$ cat src/rtl/banco_registro_multi.sv
// Multi-port register file with one write port, optional zero register,
// and a one-entry-per-cycle soft-clear sweep (busy / wr_drop flags).
// Ports: clk, rst (sync, active-low), addrR/datOutR (N_RD packed read ports),
//   addrW/datW/RegWrite (write port), clr_req (start sweep), busy, wr_drop.
// Build option: define BANCO_BYPASS_EN for same-cycle write-through reads.
module banco_registro_multi #(
  parameter int BIT_ADDR = 3,
  parameter int BIT_DATO = 4,
  parameter int N_RD     = 2,
  parameter int ZERO_REG = 0
) (
  input  logic                     clk,
  input  logic                     rst,
  input  logic [N_RD*BIT_ADDR-1:0] addrR,
  output logic [N_RD*BIT_DATO-1:0] datOutR,
  input  logic [BIT_ADDR-1:0]      addrW,
  input  logic [BIT_DATO-1:0]      datW,
  input  logic                     RegWrite,
  input  logic                     clr_req,
  output logic                     busy,
  output logic                     wr_drop
);

  localparam int NREG = 1 << BIT_ADDR;
  localparam logic [BIT_ADDR-1:0] LAST = BIT_ADDR'(NREG - 1);

  typedef enum logic {
    IDLE,
    CLEAR
  } state_t;

  state_t              state;
  logic [BIT_ADDR-1:0] ptr;
  logic [BIT_DATO-1:0] breg [NREG];

  // Writes to entry 0 vanish when it is the hard-wired zero register.
  logic wr_ok;
  assign wr_ok = !((ZERO_REG != 0) && (addrW == '0));

`ifdef BANCO_BYPASS_EN
  logic fwd;
  assign fwd = RegWrite && (state == IDLE) && wr_ok;
`endif

  genvar k;
  for (k = 0; k < N_RD; k++) begin : g_rd
    logic [BIT_ADDR-1:0] a;
    logic [BIT_DATO-1:0] d;
    assign a = addrR[k*BIT_ADDR +: BIT_ADDR];
    always_comb begin
      d = breg[a];
      if ((ZERO_REG != 0) && (a == '0))
        d = '0;
`ifdef BANCO_BYPASS_EN
      if (fwd && (a == addrW))
        d = datW;
`endif
    end
    assign datOutR[k*BIT_DATO +: BIT_DATO] = d;
  end

  always_ff @(posedge clk) begin
    if (!rst) begin
      state   <= IDLE;
      ptr     <= '0;
      busy    <= 1'b0;
      wr_drop <= 1'b0;
      for (int i = 0; i < NREG; i++)
        breg[i] <= '0;
    end else begin
      wr_drop <= 1'b0;
      unique case (state)
        IDLE: begin
          if (RegWrite && wr_ok)
            breg[addrW] <= datW;
          if (clr_req) begin
            state <= CLEAR;
            ptr   <= '0;
            busy  <= 1'b1;
          end
        end
        CLEAR: begin
          breg[ptr] <= '0;
          ptr       <= ptr + BIT_ADDR'(1);
          if (RegWrite)
            wr_drop <= 1'b1;
          if (ptr == LAST) begin
            state <= IDLE;
            ptr   <= '0;
            busy  <= 1'b0;
          end
        end
        default: state <= IDLE;
      endcase
    end
  end

endmodule

$ cat config.mk
export PLATFORM = sky130hd
export DESIGN_NAME = banco_registro_multi
export DESIGN_NICKNAME = d
export VERILOG_FILES = /design/src/rtl/banco_registro_multi.sv
export SDC_FILE = /design/constraint.sdc
export NUM_CORES = 1
export LEC_CHECK = 0
export BUFFER_PORTS_ARGS = -buffer_cell sky130_fd_sc_hd__buf_2
export CAP_MARGIN = 20
export CORE_MARGIN = 4
export CORE_UTILIZATION = 30
export DETAILED_ROUTE_END_ITERATION = 8
export PLACE_DENSITY = 0.46
export SLEW_MARGIN = 20
export SYNTH_ARGS = -nofsm -noshare
export SYNTH_HDL_FRONTEND = slang
export SYNTH_SLANG_ARGS = --single-unit
$ cat constraint.sdc
create_clock -name clk -period 2.2 [get_ports clk]
set_clock_uncertainty 0.2 [all_clocks]
set_input_delay 0.22 -clock clk [delete_from_list [all_inputs] [get_ports clk]]
set_output_delay 0.22 -clock clk [all_outputs]
set_load 0.005 [all_outputs]
==> impl_metrics.yaml <==
run:
  cap_violations: 0
clock_tree:
  cts_max_level: 2
  cts_tree: "built"
  clk_path_buf_depth: 2
  numCtsBuffers: 5
  clkSinkCount: 38
  cts_root_buf: "clkbuf_8"
  clock_latency_ps: 280
  cts_resized: 0
  clkSlewWorstSetupHoldPaths_ps: 80
  cts_hold_buf: 0
  cts_setup_buffers: 0
synth:
  synthCells: 155
  syn_nets: 174
  muxShareOfSynthArea: 0.239
  ys_seq_elements: 38
  avgSynthCellArea_um2: 13.8
  synth_compound_area_frac: 0.0637
  yosysSeqAreaShare: 0.505
  synth_top_family_by_area: "multiplexers"
  syn_area_mm2: 0.00214
  yosysWarnings: 0
  synthAdderAreaFrac: 0.0117
  synth_xor_area_frac: 0
  synth_cell_type_count: 30
  synth_simple_gate_area_share: 0.151
detailed_routing:
  wl_met1_mm: 2.16
  vias_per_cell: 5.00
  first_pass_iters: 6
  drt-total-wl_mm: 4.99
  drt-wirelength-per-cell_um: 17.6
  drtIter0Drc: 77
  routed.top_layer: "met4"
  dr_wl_met2_mm: 2.49
  antenna_left: 0
  vias: 1419
  wl_met3_um: 300
  drc: 0
sta:
  hold_violations: 0
  rsz0062_at_grt: "no"
  drv_slew: 0
  tns_ps: 0
  max_freq_mhz: 477
  final-setup-viol-count: 0
  finalCritPeriodShare: 0.952
  maxSlewHeadroom: 0.572
  layout_min_cycle_time_ps: 2100
  worst_pin_slew_ps: 635
die:
  core_area_mm2: 0.00687
  chipHeight_um: 92.5
  rows: 30
  start_util: 0.311
  ios: 27
  die_x_um: 92.5
  dieArea_mm2: 0.00855
place:
  io_buffers: 26
  place_congestion: 0.771
  dp_hpwl_mm: 3.97
outcome:
  status: "finished, final reports clean"
worst_setup_path:
  r2r_slack_ps: 260
  critPathArrivalTime_ps: 1680
  worst_ep_required_time_ps: 1780
  critPathCaptureType: "output pin"
  worstSetupStartpointType: "flip-flop"
  worstSetupPathType: "reg -> out"
  crit_fanout: 2
grt:
  grt_max_degree: 17
  grt_pass1_vias: 1488
  grt_usage: 0.124
  grt_pass1_wl_mm: 7.95
  antenna_found_initial: 0
  grt_overflow_total: 0
pwr:
  p_leak_uw: 0.000965
  power.total_uw: 1530
  powerDensity_mw_per_mm2: 618
  vdd_drop_max_uv: 284
cells_and_area:
  n_antenna_cell: 0
  synthToLayoutAreaGrowth_pct: 15.9
  layout_commonest_cell: "edfxtp_1"
  final_util: 0.361
  mostFrequentLayoutCells: "edfxtp_1 (32), buf_2 (26), nor2_1 (18), mux4_1 (16), nor3_1 (16)"
  final_nets: 206
  fillers: 667
  drive_gt1_frac: 0.303
worst_hold_path:
  hold_class: "in -> reg"
through the flow:
step | setup slack (ps) | area, um^2 | hold WS, ps | std cells
2_1_floorplan | 417 | 2140 | 179 | 155
3_3_place_gp | 312 | 2390 | 254 | 276
4_1_cts | 74.2 | 2480 | 6.05 | 284
5_1_grt | 46.0 | 2480 | 12.7 | 284
3_5_place_dp | 258 | 2390 | 261 | 276
6_report | 105 | 2480 | 11.0 | 284
final timing paths:
kind / depth (start not counted) / start / to
hold / removal: 2 / RegWrite / wr_drop$_SDFF_PN0_
setup / recovery: 3 / breg[3][1]$_SDFFCE_PN0P_ / datOutR[1]
setup reg to reg: 3 / state$_SDFF_PN0_ / breg[0][1]$_SDFFCE_PN0P_
hold reg to reg: 2 / busy$_SDFFE_PN0P_ / busy$_SDFFE_PN0P_
area by class of cell:
class	count	area [um^2]	area share
clock buffers	5	68.8	0.0277
repair buffers	34	190	0.0767
well taps	96	120	0.0484
flip-flops and latches	38	1080	0.436
inverters	2	7.51	0.00303
clock inverters	3	16.3	0.00656
multi-input cells	106	996	0.402
state kept, by name (all words and copies together), names as in the netlist:
| register | count |
|---|---|
| breg | 32 |
| ptr | 3 |
| busy | 1 |
| state | 1 |
| wr_drop | 1 |
per-layer routing:
| metal | up-vias | global-route usage |
|---|---|---|
| li1 | 685 | - |
| met1 | 675 | 0.153 |
| met2 | 55 | 0.211 |
| met3 | 4 | 0.0301 |
| met4 | 0 | 0.0433 |
| met5 | - | 0 |
logic make-up after synthesis:
family          count (synthesis)
buf+inv                        11
compound gates                 19
mux                            24
fa+ha+maj                       2
flops                          38
simple gates                   61
cells in the mapped netlist:
master,n,area share
a21boi_0,2,0.0070
a21oi_1,3,0.0070
a31oi_2,4,0.023
and3_1,1,0.0029
and3b_1,1,0.0041
and4_1,1,0.0041
and4b_1,3,0.014
and4bb_2,1,0.0058
buf_1,2,0.0035
buf_2,2,0.0047
buf_4,1,0.0035
buf_6,2,0.011
clkbuf_1,2,0.0035
dfxtp_1,6,0.056
edfxtp_1,32,0.45
ha_1,2,0.012
inv_1,2,0.0035
mux2_2,8,0.042
mux4_1,16,0.20
nand2_1,10,0.018
nand2_2,1,0.0029
nand2b_1,2,0.0058
nor2_1,18,0.032
nor2b_1,3,0.0088
nor3_1,16,0.037
nor3b_1,3,0.011
nor3b_2,1,0.0058
o21a_1,1,0.0035
o21ai_0,8,0.019
o21ai_2,1,0.0041
worst max-delay path: stages, from the launching register on:
cell	delay, ps
edfxtp_1	420
mux4_1	560
mux2_2	280
buf_2	130
power breakdown:
group	switching, uW	internal, uW	leakage (uW)	total (uW)
registers	26.8	821	0.000382	848
clock network	231	217	0.0000416	448
logic	121	115	0.000541	236
total	379	1150	0.000965	1530
Note: power is estimated with default switching activity, not from simulation.
